--- src/rtl/robot_cmd_arbiter.sv ---
// Prioritised motor-command arbiter: per-source command latches and hold timers, plus a proximity safety FSM.
// Optional ARB_PROX_REVERSE_EN: let a live REVERSE_CMD winner drive the motors while blocked or recovering.
module robot_cmd_arbiter #(
    parameter int NUM_SRC      = 4,
    parameter int CMD_W        = 5,
    parameter int HOLD_CYCLES  = 25_000_000,
    parameter int BLOCK_CYCLES = 5_000_000,
    parameter logic [CMD_W-1:0] STOP_CMD    = '0,
    parameter logic [CMD_W-1:0] REVERSE_CMD = CMD_W'(2),
    localparam int AW = (NUM_SRC > 1) ? $clog2(NUM_SRC) : 1
) (
    input  logic                     clk,
    input  logic                     reset,
    input  logic [NUM_SRC-1:0]       src_valid,
    input  logic [NUM_SRC*CMD_W-1:0] src_cmd,
    input  logic [NUM_SRC-1:0]       src_en,
    input  logic                     proximity,
    output logic [CMD_W-1:0]         motor_cmd,
    output logic [AW-1:0]            active_src,
    output logic                     cmd_valid,
    output logic                     timeout_flag,
    output logic [1:0]               arb_state
);
    localparam int TW = (HOLD_CYCLES > 0) ? $clog2(HOLD_CYCLES + 1) : 1;
    localparam int BW = (BLOCK_CYCLES > 0) ? $clog2(BLOCK_CYCLES + 1) : 1;
`ifdef ARB_PROX_REVERSE_EN
    localparam bit REV_EN = 1'b1;
`else
    localparam bit REV_EN = 1'b0;
`endif

    typedef enum logic [1:0] {
        IDLE    = 2'b00,
        DRIVE   = 2'b01,
        BLOCKED = 2'b10,
        RECOVER = 2'b11
    } state_t;

    logic [TW-1:0]    timer_q [NUM_SRC];
    logic [CMD_W-1:0] latch_q [NUM_SRC];
    logic [NUM_SRC-1:0] expired_q;
    logic [NUM_SRC-1:0] live;
    logic             any_live;
    logic [AW-1:0]    win_idx;
    logic [CMD_W-1:0] win_cmd;
    logic             rev_hit;

    state_t           state_q, state_d;
    logic [BW-1:0]    rec_q, rec_d;
    logic [CMD_W-1:0] motor_q, motor_d;
    logic [AW-1:0]    active_q, active_d;
    logic             valid_q, valid_d;
    logic             tmo_q, tmo_d;

    // expired_q marks a natural 1->0 expiry so a src_en drop is never reported as a timeout.
    always_ff @(posedge clk or posedge reset) begin
        if (reset) begin
            for (int i = 0; i < NUM_SRC; i++) begin
                timer_q[i] <= '0;
                latch_q[i] <= STOP_CMD;
            end
            expired_q <= '0;
        end else begin
            for (int i = 0; i < NUM_SRC; i++) begin
                expired_q[i] <= src_en[i] && !src_valid[i] && (timer_q[i] == TW'(1));
                if (!src_en[i]) begin
                    timer_q[i] <= '0;
                    latch_q[i] <= STOP_CMD;
                end else if (src_valid[i]) begin
                    timer_q[i] <= TW'(HOLD_CYCLES);
                    latch_q[i] <= src_cmd[i*CMD_W +: CMD_W];
                end else if (timer_q[i] != '0) begin
                    timer_q[i] <= timer_q[i] - TW'(1);
                end
            end
        end
    end

    always_comb begin
        win_idx = '0;
        win_cmd = STOP_CMD;
        for (int i = 0; i < NUM_SRC; i++) begin
            live[i] = (timer_q[i] != '0);
            if (live[i]) begin
                win_idx = AW'(i);
                win_cmd = latch_q[i];
            end
        end
        any_live = |live;
        rev_hit  = REV_EN && any_live && (win_cmd == REVERSE_CMD);
    end

    // Outputs are computed from the next state so they change on the same edge as arb_state.
    always_comb begin
        state_d  = state_q;
        rec_d    = rec_q;
        motor_d  = STOP_CMD;
        valid_d  = 1'b0;
        active_d = active_q;
        tmo_d    = (state_q == DRIVE) && expired_q[active_q];
        case (state_q)
            IDLE: begin
                if (proximity)     state_d = BLOCKED;
                else if (any_live) state_d = DRIVE;
            end
            DRIVE: begin
                if (proximity)      state_d = BLOCKED;
                else if (!any_live) state_d = IDLE;
            end
            BLOCKED: begin
                if (!proximity) begin
                    state_d = RECOVER;
                    rec_d   = BW'(BLOCK_CYCLES);
                end
            end
            RECOVER: begin
                if (proximity) begin
                    state_d = BLOCKED;
                end else if (rec_q <= BW'(1)) begin
                    rec_d   = '0;
                    state_d = any_live ? DRIVE : IDLE;
                end else begin
                    rec_d = rec_q - BW'(1);
                end
            end
            default: state_d = IDLE;
        endcase
        if (state_d == DRIVE) begin
            motor_d  = win_cmd;
            active_d = win_idx;
            valid_d  = 1'b1;
        end else if ((state_d == BLOCKED || state_d == RECOVER) && rev_hit) begin
            motor_d = REVERSE_CMD;
            valid_d = 1'b1;
        end
    end

    always_ff @(posedge clk or posedge reset) begin
        if (reset) begin
            state_q  <= IDLE;
            rec_q    <= '0;
            motor_q  <= STOP_CMD;
            active_q <= '0;
            valid_q  <= 1'b0;
            tmo_q    <= 1'b0;
        end else begin
            state_q  <= state_d;
            rec_q    <= rec_d;
            motor_q  <= motor_d;
            active_q <= active_d;
            valid_q  <= valid_d;
            tmo_q    <= tmo_d;
        end
    end

    assign motor_cmd    = motor_q;
    assign active_src   = active_q;
    assign cmd_valid    = valid_q;
    assign timeout_flag = tmo_q;
    assign arb_state    = state_q;
endmodule
--- config.mk ---
export PLATFORM = sky130hd
export DESIGN_NAME = robot_cmd_arbiter
export DESIGN_NICKNAME = d
export VERILOG_FILES = /design/src/rtl/robot_cmd_arbiter.sv
export SDC_FILE = /design/constraint.sdc
export NUM_CORES = 1
export LEC_CHECK = 0
export CAP_MARGIN = 20
export CORE_ASPECT_RATIO = 1.4
export CORE_UTILIZATION = 61
export CTS_BUF_LIST = sky130_fd_sc_hd__clkbuf_8
export CTS_CLUSTER_SIZE = 12
export DETAILED_ROUTE_END_ITERATION = 8
export GPL_ROUTABILITY_DRIVEN = 0
export PLACE_DENSITY_LB_ADDON = 0.1
export SYNTH_ARGS = -nofsm -noshare
export SYNTH_HDL_FRONTEND = slang
export SYNTH_SLANG_ARGS = --single-unit
--- constraint.sdc ---
create_clock -name clk -period 6.9 [get_ports clk]
set_clock_uncertainty 0.2 [all_clocks]
set_input_delay 0.69 -clock clk [delete_from_list [all_inputs] [get_ports clk]]
set_output_delay 0.69 -clock clk [all_outputs]
set_load 0.02 [all_outputs]
Word-level counts from Yosys, hierarchy flattened
Index checks and enable logic that the tools add are counted.
Operators by class
  add/sub/neg operators: 5
  order comparisons: 2
  equal/unequal tests: 18
  muxes and demuxes: 44
  reduce and logical (&&, ||, !) cells: 21
Operators with widths (number)
  $mux 25: 12
  $eq 25x1->1 const B: 4
  $reduce_bool 25->1: 4
  $sub 25x1->25 const B: 4
  $mux 23: 3
  $mux 5: 13
  $pmux 23 s2: 1
  $le 23x1->1 const B: 1
  $sub 23x1->23 const B: 1
  $mux 2: 9
  $ne 2x2->1 const B: 6
  $ne 3x2->1 const B: 4
  $logic_and 1x1->1: 9
  $pmux 2 s4: 1
  $eq 2x1->1 const B: 2
  $eq 2x2->1 const B: 2
  $logic_not 1->1: 4
  $mux 1: 4
  $reduce_or 4->1: 1
  $lt 2x3->1 const B: 1
  $reduce_and 3->1: 1
  $bmux 1 s2: 1
  $logic_not 2->1: 1
  $reduce_bool 2->1: 1
Storage, ports and cells
  register bits: 158
  bits of input ports: 31
  output and inout port bits: 11
  logic and storage cells: 105

Logic depth before layout (Yosys ltp)
  depth in word-level cells: 8
  gate-level depth with buffers: 9
  gate-level depth less buffers: 7

Worst setup path after synthesis
OpenSTA, ideal clock, no wires.
  path type: register -> register
  start point: register timer_q[17] (netlist name)
  end point: register timer_q[11] (netlist name)
  setup time: 0.137 ns
  arrival time: 2.118 ns
  required time: 6.563 ns
  slack: 4.445 ns
  stages on the path, launching flop included: 9
  buffers on the path: 3
  clock period less this slack: 2.455 ns
  path through: dfrtp_1 > or4_1 > buf_2 > or3_1 > buf_6 > o311ai_4 > buf_6 > or2_2 > a31oi_1
On the way
  word-level cells in the longest chain between the ends: 2
RTL lines
  start: declaration: line 39  | logic [TW-1:0] timer_q [NUM_SRC];
  start signal: indexed assignment: line 70  | timer_q[i] <= TW'(HOLD_CYCLES);
  start signal: indexed assignment: line 73  | timer_q[i] <= timer_q[i] - TW'(1);
  $reduce_bool 25->1: line 72  | end else if (timer_q[i] != '0) begin
  $ne 3x2->1 (no source line)
No other way between the ends.
A chain may end at the register's enable or synchronous reset.

Final worst setup path
  start point: register timer_q[4] (netlist name)
  end point: register motor_q[1], in the netlist motor_cmd[1]
On the way
  word-level cells in the longest chain between the ends: 8
  elaborated cells between the ends (all ways): 13
  those cells by class: eq/ne: 1; mux: 10; reduce/logical: 2
RTL lines
  $reduce_bool 25->1 (*): line 83  | live[i] = (timer_q[i] != '0);
  $reduce_or 4->1: line 89  | any_live = |live;
  $mux 1: line 121  | state_d = any_live ? DRIVE : IDLE;
  $mux 2: line 119  | end else if (rec_q <= BW'(1)) begin
  $mux 2: line 117  | if (proximity) begin
  $pmux 2 s4: line 101  | case (state_q)
  $eq 2x1->1: line 128  | if (state_d == DRIVE) begin
  $mux 5 (*): line 128
  named net motor_d[1]: line 50  | logic [CMD_W-1:0] motor_q, motor_d;
  end signal: assignment: line 149  | motor_q <= motor_d;
  end: declaration: line 50
Mark *: on every way through the listed nets, which the timed path passes. The rest lies on a longest branch.

==> results.yml <==
finish:
  layout_common_cells: "158 x dfrtp_1, 94 x nor2_1, 49 x nor3_1"
  insertedDiodeCount: 0
  fin_area_mm2: 0.00967
  seqCellArea_mm2: 0.00395
  final_common_cell: "dfrtp_1"
  drive_gt1_share_pct: 5.91
  synthToLayoutAreaGrowth_pct: 11.1
  layout.nets: 979
  nFillCells: 1108
  multiInputGateArea_mm2: 0.00448
  post-route-util_pct: 69.5
logic_synthesis:
  synth_flop_cell: "dfrtp_1"
  ys_seq_area_share_pct: 45.4
  synth_seq_cells: 158
  synth_cell_type_count: 72
  syn_area_mm2: 0.00871
  synth_area_leaders: "dfrtp_1 45%, nor2_1 4.1%, or4_1 3.0%"
  yosysWarnings: 0
  synth_area_leader_cell: "dfrtp_1"
  synth_top_area_share_pct: 45.4
  synth_cells: 913
  synth_edf_count: 0
  syn_avg_cell_area_um2: 9.54
  ys_async_sr_fraction_pct: 100
  synth_nets: 957
pwr:
  power.leakage_uw: 0.00386
  power.share.clock_pct: 33.7
  p_per_area_mw_per_mm2: 238
  seq_power_share_pct: 46.8
  p_comb_share_pct: 19.5
  power.internal_uw: 1590
  switchingPower_uw: 715
  vdd_drop_max_mv: 0.177
  swShare_pct: 31.0
  p_total_uw: 2310
cts:
  clk_latency_ps: 460
  ctsRootBufferMaster: "clkbuf_8"
  cts_made_buffers: 17
  cts_tree: "yes"
  cts_buffer_depth: 2
  htreeDepth: 4
  cts_resized: 0
  hold_buffers: 0
  cts_setup_buffers: 0
  numClockSinks: 158
  clk_pin_slew_worst_paths_ps: 90
floorplanning:
  die_y_um: 143
  dieArea_mm2: 0.0148
  start_util_pct: 62.6
  coreArea_mm2: 0.0139
  ios: 42
  die_x_um: 103
  rows: 51
timing:
  setup_viol: 0
  report.final.slew_viol_count: 0
  hold_viol: 0
  slew_headroom_pct: 30.8
  fin_crit_ps: 3150
  tightest_slew_ps: 1030
  setup_tns_ps: 0
  hold-worst-slack_ps: 299
  fmax_ghz: 0.317
  fin_crit_sh_pct: 45.7
  rsz0062_at_grt: "no"
worst_setup_path:
  crit_path_end_kind: "flip-flop"
  reg2reg_from: "timer_q[4]"
  cp_num_buf_inv: 0
  rr_endpoint: "motor_cmd[1]"
  worstSetupStartpointType: "flip-flop"
  worstPathCellList: "nor4_1 > and2_0 > nand3_1 > a2111oi_0 > nor3_1"
  arrival_ps: 3280
  path_depth: 5
  cp_top_family: "simple AND/OR/NAND/NOR gates"
  path_class: "reg -> reg"
  reg2regPathDepth: 5
  crit_path_top_delay_cell: "and2_0"
  r2r_setup_slack_ps: 3750
  max_stage_delay_ps: 640
  cp.required_ps: 7030
  crit_fanout: 14
flow_run:
  cap_violations: 0
placement:
  hpwl_um: 15000
  io_buffers: 41
  dpl-instance-area_mm2: 0.00918
route:
  ant_nets: 0
  via_count: 7510
  wirelength_um: 21500
  drtIter0Drc: 468
  avgViaCountPerCell: 6.63
  wl_per_cell_um: 19.0
  drc: 0
  drt_first_pass_iters: 6
min_path:
  worst_hold_path_type: "in -> async"
grt:
  antenna_found_initial: 0
  grt_usage_pct: 30.8
  grt_max_degree: 113
  first_global_vias: 7343
  grt_pass1_wl_um: 35400
  grt-ovfl-total: 0
status:
  status: "finished clean"
==> worst register-to-register path, stage by stage, from the launching register on <==
cell	delay [ps]
dfrtp_1	430
nor4_1	560
and2_0	640
nand3_1	570
a2111oi_0	510
nor3_1	100
==> sequential cells by signal, indices dropped and copies added, names as in the netlist <==
register      flops
timer_q         100
rec_q            23
latch_q          20
motor_cmd         5
expired_q         4
active_src        2
arb_state         2
cmd_valid         1
timeout_flag      1
==> cell families (layout without fill, tap and decap cells) <==
group           after synthesis  in the layout  synth area share [%]
xor+xnor                     46             46                  4.63
compound gates              229            229                  18.3
buf+inv                      67            102                  3.18
mux                          23             23                  2.79
fa+ha+maj                    13             13                  1.87
simple gates                377            377                  23.8
flops                       158            158                  45.4
==> cell type report <==
| cell class | count | share of cell area, % |
|---|---|---|
| clock buffers | 20 | 2.85 |
| clock inverters | 12 | 1.88 |
| inverters | 26 | 1.06 |
| multi-input cells | 688 | 46.3 |
| flip-flops and latches | 158 | 40.9 |
| well taps | 185 | 2.39 |
| repair buffers | 44 | 4.66 |
==> how the worst max path moves through the flow <==
| stage | slack (ps) | startpoint | to |
|---|---|---|---|
| 2_1_floorplan | 1750 | reset | active_src[0] |
| 3_3_place_gp | 3520 | proximity | rec_q[4] |
| 3_5_place_dp | 3460 | proximity | rec_q[7] |
| 4_1_cts | 3700 | timer_q[59] | timer_q[61] |
| 5_1_grt | 3440 | timer_q[4] | motor_cmd[4] |
| 6_report | 3750 | timer_q[4] | motor_cmd[1] |
==> synthesized netlist by cell type (all sizes together), types with 20 or more instances <==
cell,number
o21ai,42
dfrtp,158
a21oi,48
nor4,33
nor2,94
clkbuf,31
xnor2,26
o31ai,25
or4,35
nor3,52
nand2,37
nand3,24
mux2i,22
inv,25
xor2,20
or3,26
==> power by group through the flow <==
stage | Sequential (uW) | Combinational [uW] | Clock, uW
2_1_floorplan | 1070 | 346 | 0
3_3_place_gp | 1090 | 421 | 0
3_5_place_dp | 1090 | 439 | 0
4_1_cts | 1070 | 443 | 792
5_1_grt | 1090 | 496 | 830
6_report | 1080 | 450 | 778
==> layer usage <==
layer	GRT usage (%)	part of all wire, %	routed length [um]
met4	13.1	2.5	543
met5	0	0	0
met3	5.93	4.6	995
met2	52.9	52	11100
met1	37.5	41	8810
==> metrics by stage <==
step / cells / worst slack (ps)
after floorplan: 913 / 1750
after global placement: 1099 / 3520
after detailed placement: 1099 / 3460
after CTS: 1131 / 3700
after global routing: 1133 / 3440
final: 1133 / 3750
(Power assumes the default switching activity.)
